===== src/rtl/fifo_write_arbiter_pkg.sv =====
// Shared definitions for the FIFO write arbiter family: FSM encodings, clog2, stats width.
// Latency: n/a (types, constants and a constant function only).
// Backpressure: n/a.
package fifo_write_arbiter_pkg;

   typedef enum logic {
      ST_IDLE  = 1'b0,
      ST_BURST = 1'b1
   } arb_state_t;

   localparam int STAT_WIDTH = 16;

   // Ceiling log2; clog2(1) is 0, so callers add 1 where a zero-width field would result.
   function automatic int clog2(input int n);
      int r;
      r = 0;
      for (int v = n - 1; v > 0; v = v >> 1) begin
         r = r + 1;
      end
      return r;
   endfunction

endpackage


===== src/rtl/fifo_write_arbiter_rr_pick.sv =====
// Round-robin picker: first set request at or above rr_ptr, wrapping to 0.
// Latency: purely combinational.
// Backpressure: none; found=0 when no request is set.
module rr_pick
   import fifo_write_arbiter_pkg::*;
#(
   parameter int N  = 4,
   parameter int IW = clog2(N)
) (
   input  logic [N-1:0]  req,
   input  logic [IW-1:0] rr_ptr,
   output logic          found,
   output logic [IW-1:0] idx
);

   // Scan from the farthest offset down so the nearest set bit from rr_ptr wins.
   always_comb begin
      int            j;
      logic [IW-1:0] jj;
      found = |req;
      idx   = '0;
      j     = 0;
      jj    = '0;
      for (int k = N - 1; k >= 0; k--) begin
         j  = (int'(rr_ptr) + k) % N;
         jj = IW'(j);
         if (req[jj]) begin
            idx = jj;
         end
      end
   end

endmodule


===== src/rtl/fifo_write_arbiter.sv =====
// Round-robin, burst-bounded sharing of one FIFO write port among NUM_REQ producers.
// Latency: one-cycle arbitration bubble per burst, then one word per cycle (combinational gnt/wr_en/din).
// Backpressure: fifo_full stalls the owner indefinitely without losing ownership. Optional FIFO_ARB_STATS_EN adds per-producer counters.
module fifo_write_arbiter
   import fifo_write_arbiter_pkg::*;
#(
   parameter int NUM_REQ    = 4,
   parameter int DATA_WIDTH = 8,
   parameter int MAX_BURST  = 4
) (
   input  logic                          clk,
   input  logic                          rst_n,
   input  logic [NUM_REQ-1:0]            req,
   input  logic [NUM_REQ*DATA_WIDTH-1:0] req_data,
   input  logic [NUM_REQ-1:0]            req_last,
   output logic [NUM_REQ-1:0]            gnt,
   input  logic                          fifo_full,
   output logic                          fifo_wr_en,
   output logic [DATA_WIDTH-1:0]         fifo_din,
   output logic                          busy,
   output logic [clog2(NUM_REQ)-1:0]     owner,
   input  logic [clog2(NUM_REQ)-1:0]     stat_sel,
   input  logic                          stat_clr,
   output logic [STAT_WIDTH-1:0]         stat_count
);

   localparam int IW = clog2(NUM_REQ);
   localparam int BW = clog2(MAX_BURST) + 1;

   arb_state_t      state;
   logic [IW-1:0]   rr_ptr;
   logic [BW-1:0]   beat_cnt;
   logic            pick_found;
   logic [IW-1:0]   pick_idx;
   logic [DATA_WIDTH-1:0] words [NUM_REQ];
   logic            in_burst;
   logic            accept;
   logic            burst_end;
   logic [IW-1:0]   next_ptr;

   rr_pick #(.N(NUM_REQ), .IW(IW)) u_pick (
      .req    (req),
      .rr_ptr (rr_ptr),
      .found  (pick_found),
      .idx    (pick_idx)
   );

   for (genvar i = 0; i < NUM_REQ; i++) begin : g_words
      assign words[i] = req_data[i*DATA_WIDTH +: DATA_WIDTH];
   end

   assign in_burst   = (state == ST_BURST);
   assign accept     = in_burst && req[owner] && !fifo_full;
   assign fifo_wr_en = accept;
   assign fifo_din   = words[owner];
   assign next_ptr   = (owner == IW'(NUM_REQ - 1)) ? '0 : owner + 1'b1;

   // A burst closes on its last word, on hitting the burst cap, or when the owner withdraws while the FIFO has room.
   assign burst_end = (accept && (req_last[owner] || (beat_cnt == BW'(MAX_BURST - 1))))
                    || (in_burst && !req[owner] && !fifo_full);

   // Only the owner can be granted, and only when its word can actually go into the FIFO.
   always_comb begin
      gnt        = '0;
      gnt[owner] = accept;
   end

   // Arbitration FSM: IDLE picks the next owner, BURST streams its words until the burst ends.
   always_ff @(posedge clk or negedge rst_n) begin
      if (!rst_n) begin
         state    <= ST_IDLE;
         owner    <= '0;
         rr_ptr   <= '0;
         beat_cnt <= '0;
         busy     <= 1'b0;
      end else begin
         case (state)
            ST_IDLE: begin
               if (pick_found) begin
                  owner    <= pick_idx;
                  beat_cnt <= '0;
                  state    <= ST_BURST;
                  busy     <= 1'b1;
               end
            end
            ST_BURST: begin
               if (accept) begin
                  beat_cnt <= beat_cnt + 1'b1;
               end
               if (burst_end) begin
                  state  <= ST_IDLE;
                  busy   <= 1'b0;
                  rr_ptr <= next_ptr;
               end
            end
            default: begin
               state <= ST_IDLE;
               busy  <= 1'b0;
            end
         endcase
      end
   end

`ifdef FIFO_ARB_STATS_EN
   logic [STAT_WIDTH-1:0] stat_q [NUM_REQ];

   // Saturating per-producer accepted-word counters; a clear overrides a coincident increment.
   always_ff @(posedge clk or negedge rst_n) begin
      if (!rst_n) begin
         for (int i = 0; i < NUM_REQ; i++) stat_q[i] <= '0;
      end else if (stat_clr) begin
         for (int i = 0; i < NUM_REQ; i++) stat_q[i] <= '0;
      end else if (accept && (stat_q[owner] != '1)) begin
         stat_q[owner] <= stat_q[owner] + 1'b1;
      end
   end

   assign stat_count = (int'(stat_sel) < NUM_REQ) ? stat_q[stat_sel] : '0;
`else
   logic unused_stat;
   assign unused_stat = ^{stat_sel, stat_clr};
   assign stat_count  = '0;
`endif

endmodule

===== config.mk =====
export PLATFORM = sky130hd
export DESIGN_NAME = fifo_write_arbiter
export DESIGN_NICKNAME = d
export VERILOG_FILES = /design/src/rtl/fifo_write_arbiter_pkg.sv /design/src/rtl/fifo_write_arbiter_rr_pick.sv /design/src/rtl/fifo_write_arbiter.sv
export SDC_FILE = /design/constraint.sdc
export NUM_CORES = 1
export LEC_CHECK = 0
export CORE_MARGIN = 5
export CORE_UTILIZATION = 33
export DETAILED_ROUTE_END_ITERATION = 10
export GPL_ROUTABILITY_DRIVEN = 0
export HOLD_SLACK_MARGIN = 0.06
export PLACE_DENSITY_LB_ADDON = 0.05
export SLEW_MARGIN = 20
export SYNTH_ARGS = -nofsm -noshare
export SYNTH_HDL_FRONTEND = slang
export SYNTH_SLANG_ARGS = --single-unit
export TNS_END_PERCENT = 1

===== constraint.sdc =====
create_clock -name clk -period 2.6 [get_ports clk]
set_input_delay 0.65 -clock clk [delete_from_list [all_inputs] [get_ports clk]]
set_output_delay 0.65 -clock clk [all_outputs]
set_load 0.1 [all_outputs]

Word-level counts from Yosys, hierarchy flattened
Index checks and enable logic that the tools add are counted.
Operators by class
  divide/modulo/power cells: 0
  $mul: 0
  bitwise gates (word level): 3
  reduce and logical (&&, ||, !) cells: 15
  order comparisons: 7
  add/subtract/negate cells: 5
  shift-type cells: 0
  muxes and demuxes: 31
  eq/ne operators: 5
Operators with widths (number)
  8-bit binary-select mux with 2-bit select: 1
  8-bit two-way mux: 2
  2-bit by 3-bit < comparator with 1-bit output, second input constant: 5
  1-bit binary-select mux with 2-bit select: 6
  1-bit two-way mux: 11
  2-bit two-way mux: 5
  2-bit AND reduction: 4
  1-bit logical AND: 6
  3-bit two-way mux: 2
  3-bit case mux with 2 select lines: 1
  2-bit by 1-bit adder with 2-bit output, second input constant: 2
  2-bit adder, second input constant: 2
  4-bit bitwise AND: 1
  2-bit by 1-bit inequality test with 1-bit output, second input constant: 2
  1-bit case mux with 2 select lines: 2
  4-bit OR reduction: 1
  3-bit by 1-bit adder with 3-bit output, second input constant: 1
  3-bit by 2-bit equality test with 1-bit output, second input constant: 1
  3-bit >= comparator, second input constant: 1
  2-bit NOT with 3-bit output: 1
  1-bit demux with 2-bit select: 1
  2-bit equality test, second input constant: 1
  2-bit by 1-bit >= comparator with 1-bit output, second input constant: 1
  1-bit logical NOT: 2
  other kinds (3): 4
Storage, ports and cells
  register bits after elaboration: 9
  memory bits (read-only): 0
  memories: 0
  RAM bits: 0
  bits in latches: 0
  output and inout port bits: 32
  input bits: 46
  logic and storage cells: 71

Depth between registers and ports, before layout
Gate-level depths: netlist of the first run.
  word-level depth: 8
  depth in mapped cells: 6

Cells and area by module
A second synthesis of the first run with hierarchy kept.
Second synthesis, totals
  cells, all modules: 94
  area, all modules: 997.2 µm²
Modules (own cells, without submodules)
  fifo_write_arbiter: instances 1, area each 919.6 µm², cells an instance 81
  rr_pick: instances 1, area each 77.6 µm², cells an instance 13

Worst setup path before layout of the first run
No wires, ideal clock.
  path kind: register -> output
  start point: register owner[1]
  end point: output gnt[0]
  data arrival time: 2.398 ns
  required time: 1.950 ns
  cell stages (with the launch flop): 4
  setup slack: -0.448 ns
  cells stage by stage: dfrtp_1 -> buf_2 -> mux4_2 -> and3_1
Between the ends
  cells in the longest elaborated chain, start to end: 5
  elaborated cells on any way between the ends: 10
  those cells by class: order compare: 2; mux: 4; bitwise: 1; reduce/logical: 3
Ends and longest elaborated chain
  from (decl): line fifo_write_arbiter.sv:21  | output logic [clog2(NUM_REQ)-1:0] owner,
  from (signal assigned): line fifo_write_arbiter.sv:80  | owner <= pick_idx;
  2-bit by 3-bit < comparator with 1-bit output (implied by the code), or another cell as far along: line fifo_write_arbiter.sv:65  | gnt[owner] = accept;
  1-bit logical AND (implied by the code) or 1-bit two-way mux (tied branches): line fifo_write_arbiter.sv:65, fifo_write_arbiter.sv:53
  1-bit two-way mux (implied by the code) or 1-bit logical AND (tied branches): line fifo_write_arbiter.sv:65, fifo_write_arbiter.sv:53
  1-bit demux with 2-bit select or 1-bit logical AND (tied branches): line fifo_write_arbiter.sv:65, fifo_write_arbiter.sv:53
  4-bit bitwise AND (no source line) *
  to (decl): line fifo_write_arbiter.sv:16  | output logic [NUM_REQ-1:0] gnt,
Mark *: on every way between the ends. The rest lies on a longest branch, timed or not. The select of a mux whose other input is x is not followed.

Final worst setup path of the first run
  start point: input req[3]
  end point: output fifo_wr_en
Between the ends
  cells in the longest elaborated chain, start to end: 4
Ends and longest elaborated chain
  from (decl): line fifo_write_arbiter.sv:13  | input logic [NUM_REQ-1:0] req,
  1-bit binary-select mux with 2-bit select: line fifo_write_arbiter.sv:53  | assign accept = in_burst && req[owner] && !fifo_full;
  1-bit two-way mux (implied by the code): line fifo_write_arbiter.sv:53
  1-bit logical AND (2 in series): line fifo_write_arbiter.sv:53
  to (decl): line fifo_write_arbiter.sv:18  | output logic fifo_wr_en,
No other way between the ends. The select of a mux whose other input is x is not followed.

==> impl_metrics.ini, run 1 <==
[grt]
grt_max_degree = 18
track_usage = 0.1451
overflow = 0
antenna_found_initial = 0
grt_first_pass_wirelength_mm = 4.774
grt_pass1_vias = 973

[synth]
netlist_area_um2 = 962.2
synth_seq_area_share = 0.2341
ys_seq_elements = 9
netlist_instances = 90
synth_cell_type_count = 30
synth_warnings = 0
syn_avg_cell_area_um2 = 10.69

[setup_path]
slowest_delay_ns = 0.55
crit_fanout = 5
crit_type = in -> out
cp_slowest_cell = mux4_2
path_buf_inv = 2
path_delay_family = multiplexers
cp-start-kind = input port
crit_arrival_ns = 1.82
critPathCaptureType = primary output
cp_cell_sequence = dlygate4sd2_1, mux4_2, and2_4, buf_12
required_ns = 1.95

[final_layout]
multi_input_area_um2 = 660.6
filler_cell_count = 220
area_delta_synth_final_pct = 79.45
final_cell_area_um2 = 1727
layout_common_cells = clkdlybuf4s50_1 (38), conb_1 (16), buf_12 (13)
layout_commonest_cell = clkdlybuf4s50_1
nets = 208
n_antenna_cell = 0
fin_util = 0.6208
drive_above_1_share = 0.3161
regArea_um2 = 227.7

[floorplanning]
coreArea_um2 = 2781
initial_core_util = 0.3459
die_height_um = 64.00
row_count = 19
chipWidth_um = 64.00
ioPinCount = 78
die-area_um2 = 4095

[route]
via_count = 906
wirelength_mm = 2.969
routedWlPerCell_um = 15.96
drt-pass1-iter-count = 4
drc = 0
vias_per_cell = 4.871
antenna_left = 0
dr.first_iter.drc_count = 19

[timing]
finalCritPeriodShare = 0.9507
fmaxAchievable_mhz = 404.6
finalSetupViolCount = 0
drv_slew = 0
min_period_ns = 2.472
hold_violations = 0
clock_skew_ns = 0.003684
rsz0062_at_grt = false
fin_ws_ns = 0.1281

[power_and_ir_drop]
ir_drop_v = 0.001011
p_total_mw = 2.212
leakage_nw = 0.7465
powerDensity_nw_per_um2 = 1281

[job]
maxCapViolCount = 0

[clock_network]
clockBufferDepth = 2
htreeDepth = 1
clkLatencyLatePin_ns = 0.24
cts_tree = yes
clk_pin_slew_ns = 0.05
cts_buffers = 3
ctsHoldBuffers = 0
clock_sinks = 9
cts_root_buffer = clkbuf_4

[place]
detailedPlace.worstSlack_ns = -0.1027
place_area_um2 = 1680
hpwlAfterDp_mm = 2.533
io_buffers = 58

[outcome]
status = complete, no violations

[hold_path]
worst_hold_path_type = reg -> reg
==> registers in the layout (all words and copies together) (netlist names) <==
register,flops
in_burst,1
busy,1
rr_ptr,2
beat_cnt,3
owner,2
==> metrics by stage <==
stage                     instances  hold slack (ns)  TNS (ns)
after CTS                       186           0.4952         0
after floorplan                 105           0.3544   -0.4207
after global routing            186           0.5206         0
after detailed placement        182           0.4860   -0.4422
final                           186           0.4844         0
after global placement          182           0.4770   -0.4484
==> worst paths after layout <==
check	endpoint	start	cells after the start	slack (ns)
min in group asynchronous	in_burst	rst_n	1	0.69
setup reg to reg	rr_ptr[1]	owner[1]	4	0.61
hold / removal	beat_cnt[0]	beat_cnt[0]	1	0.48
max in group asynchronous	owner[1]	rst_n	1	1.63
hold reg to reg	beat_cnt[0]	beat_cnt[0]	1	0.48
setup / recovery	fifo_wr_en	req[3]	4	0.13
==> what timing repair did <==
| item | CTS | global route |
|---|---|---|
| buffers inserted | 0 | 0 |
| gates resized for setup | 10 | 1 |
| pin swaps | 4 | 0 |
| setup endpoints to repair | 5 | 5 |
==> cell families (layout without fill, tap and decap cells) <==
family,after synthesis,count (layout),share of synthesized area
flops,9,9,0.2341
other cells,1,16,0.003897
mux,16,16,0.2952
simple gates,20,20,0.1144
compound gates,13,13,0.1105
buf+inv,25,75,0.1638
fa+ha+maj,6,6,0.07802
==> layout make-up <==
class	count	area share
timing repair buffer	65	0.4348
multi-input combinational	71	0.3826
sequential	9	0.1319
tap	31	0.02246
clock buffer	4	0.01522
inverter	6	0.01304
==> power breakdown <==
group | switching [mW] | internal [mW]
Clock | 0.0407 | 0.0586
Combinational | 1.13 | 0.667
Sequential | 0.110 | 0.202
Total | 1.28 | 0.928
==> worst register-to-register path, delay by kind of cell, from the launching register on <==
kind	cells	cell delay, ns
multiplexers	2	0.72
flip-flops	1	0.58
AND/OR/NAND/NOR	1	0.44
AO/OA/AOI/OAI	1	0.13
==> routing by layer <==
layer  vias to the layer above  GRT usage  wire length [um]  share of wire
li1                        431          -                 -              -
met1                       415     0.1883              1293           0.44
met2                        58     0.2425              1319           0.44
met3                         2    0.04203               348           0.12
met4                         0    0.02338                 8         0.0027
met5                         -          0                 0              0
==> synth_stat cells, drive strengths merged <==
master | count | share of area
buf | 19 | 0.14
o21a | 2 | 0.016
mux2 | 3 | 0.043
mux4 | 9 | 0.21
o32a | 1 | 0.010
a21o | 1 | 0.0078
a21oi | 3 | 0.016
or4 | 2 | 0.020
nand2 | 6 | 0.023
o221ai | 1 | 0.0091
or2 | 1 | 0.0065
conb | 1 | 0.0039
nor2 | 3 | 0.012
o21ai | 3 | 0.016
and3 | 4 | 0.026
ha | 6 | 0.078
nor4 | 1 | 0.0065
inv | 6 | 0.023
nor3b | 1 | 0.0078
nor2b | 1 | 0.0065
dfrtp | 9 | 0.23
and2 | 1 | 0.0065
mux2i | 4 | 0.042
o311ai | 2 | 0.036
Power figures use the tool's default switching activity.
==> inputs of run 2 (changes only) <==
Settings changed: ABC_AREA set to 1, CORE_UTILIZATION 33 to 34, PLACE_DENSITY set to 0.76, PLACE_DENSITY_LB_ADDON 0.05 to not set.
==> run 2 against run 1 <==
  * Register-to-register slack better by 0.26 ns
  * Synthesized cell count up 90%
  * First-iteration DRC count rose to 3.5 times the previous value
  * Cell area up 12%
  * Count of clock-buffer cells in the layout unchanged
==> impl_metrics.ini, run 2 <==
[power_and_ir_drop]
p_total_mw = 2.879
powerDensity_nw_per_um2 = 1489
leakage_nw = 0.9228
ir_drop_v = 0.0007843

[setup_path]
critPathCaptureType = primary output
crit_fanout = 25
crit_type = reg -> out
required_ns = 1.95
crit_arrival_ns = 1.79
cp-start-kind = flop

[grt]
antenna_found_initial = 0
grt_pass1_vias = 1112
overflow = 0
grt_max_degree = 26
grt_first_pass_wirelength_mm = 5.106
track_usage = 0.1488

[floorplanning]
die_height_um = 66.00
die-area_um2 = 4355
chipWidth_um = 66.00
row_count = 20
initial_core_util = 0.3521
ioPinCount = 78
coreArea_um2 = 3028

[route]
drt-pass1-iter-count = 4
via_count = 1252
dr.first_iter.drc_count = 67
vias_per_cell = 4.487
routedWlPerCell_um = 12.03
wirelength_mm = 3.355
antenna_left = 0
drc = 0

[final_layout]
nets = 288
multi_input_area_um2 = 760.7
finalNonFillerCells = 279
layout_common_cells = clkdlybuf4s50_1 (38), nand2_1 (25), nor2_1 (25)
largest_reg_flops = 3
top_regs = beat_cnt: 3 flops, owner: 2 flops, rr_ptr: 2 flops
regArea_um2 = 232.7
regMostFlops = beat_cnt
drive_above_1_share = 0.2255
area_delta_synth_final_pct = 81.34
n_antenna_cell = 0
filler_cell_count = 279
final_cell_area_um2 = 1933
layout_commonest_cell = clkdlybuf4s50_1

[timing]
fmaxAchievable_mhz = 409.8
finalCritPeriodShare = 0.9385
fin_ws_ns = 0.1599
hold_violations = 0
fin_setup_tns_ns = 0
rsz0062_at_grt = false
drv_slew = 0
clock_skew_ns = 0.001635
finalSetupViolCount = 0
min_period_ns = 2.440

[synth]
synth_warnings = 0
yosys.area.top_type_share = 0.2113
syn_avg_cell_area_um2 = 6.234
ys_seq_elements = 9
synth_area_leaders = dfrtp_1 (21%), buf_4 (13%), nor2_1 (10%)
synth_common_cells = nor2_1 (29), nand2_1 (25), nand3_1 (19)
synth_seq_area_share = 0.2113
synth_top_flop_cell = dfrtp_1
netlist_area_um2 = 1066
synth_top_area_cell = dfrtp_1
netlist_instances = 171
async_flop_share = 1.000
yosysMostFrequentCell = nor2_1
synth_edf_count = 0
synth_cell_type_count = 20

[clock_network]
htreeDepth = 1
cts_buffers = 3
cts_root_buffer = clkbuf_4
clk_pin_slew_ns = 0.06
clock_sinks = 9
cts_tree = yes
clockBufferDepth = 2
clkLatencyLatePin_ns = 0.26

[place]
detailedPlace.worstSlack_ns = -0.06598
io_buffers = 58
dp_cells = 273
hpwlAfterDp_mm = 2.651
place_area_um2 = 1877

[outcome]
status = complete, no violations

[job]
maxCapViolCount = 0

[hold_path]
worst_hold_path_type = reg -> reg
==> run 2: changes by cell type after synthesis, moves of 5 or more <==
cell,before,now
nand3_1,0,19
nor2_1,3,29
o22ai_1,0,8
o21ai_1,1,6
mux4_2,9,0
o21ai_0,2,18
inv_1,5,14
nand2_1,6,25
==> run 2: per-layer routing <==
layer / share of wire / GRT usage / up-vias
met1: 0.45 / 0.1948 / 546
met5: 0 / 0 / -
met4: 0.0063 / 0.03046 / 0
met3: 0.064 / 0.02211 / 2
met2: 0.48 / 0.2578 / 47
li1: - / - / 657
==> run 2: final cells by class <==
| type | count | area share |
|---|---|---|
| Tap cell | 44 | 0.02848 |
| Timing Repair Buffer | 68 | 0.4078 |
| Inverter | 18 | 0.03625 |
| Multi-Input combinational cell | 136 | 0.3935 |
| Sequential cell | 9 | 0.1204 |
| Clock buffer | 4 | 0.01359 |
==> run 2: worst paths after layout <==
path                             startpoint     endpoint  slack, ns  cells past startpoint
max in group asynchronous             rst_n     owner[1]       1.60                      1
worst min-delay path            beat_cnt[0]  beat_cnt[0]       0.48                      1
min in group asynchronous             rst_n  beat_cnt[1]       0.68                      1
worst min register to register  beat_cnt[0]  beat_cnt[0]       0.48                      1
worst max register to register     owner[0]  beat_cnt[2]       0.87                     10
worst max-delay path               owner[0]       gnt[3]       0.16                      8
==> run 2: report_power, final <==
part           total (mW)  switching [mW]  internal [mW]
registers           0.337           0.125          0.212
logic                2.43            1.63          0.798
clock network       0.110          0.0508         0.0593
total                2.88            1.81           1.07
==> run 2: through the flow <==
stage | hold WS (ns) | utilization
global route | 0.5354 | 0.6384
floorplan | 0.3544 | -
global placement | 0.4699 | 0.6198
finish | 0.4848 | 0.6384
CTS | 0.4875 | 0.6310
detailed placement | 0.4799 | 0.6198
==> run 2: timing repair <==
action | CTS | global route
pin swaps | 2 | 3
setup endpoints to repair | 4 | 5
hold buffers | 0 | 0
gates resized for setup | 0 | 5
buffers inserted | 1 | 1
==> run 2: kinds of logic after synthesis <==
family / count (synthesis) / synth area share
AOI/OAI and AO/OA: 34 / 0.1702
adders and majority gates: 6 / 0.07042
buffers and inverters: 41 / 0.2124
DFF: 9 / 0.2113
other: 1 / 0.003518
and+or+nand+nor: 80 / 0.3322
==> run 2: worst max-delay path: stages (launching register included) <==
cell and delay, ns:
dfrtp_4 0.59, inv_2 0.10, nand2_1 0.06, nand3_2 0.06
nand2_2 0.08, nor3_4 0.22, inv_4 0.10, nor2_4 0.13
buf_12 0.18
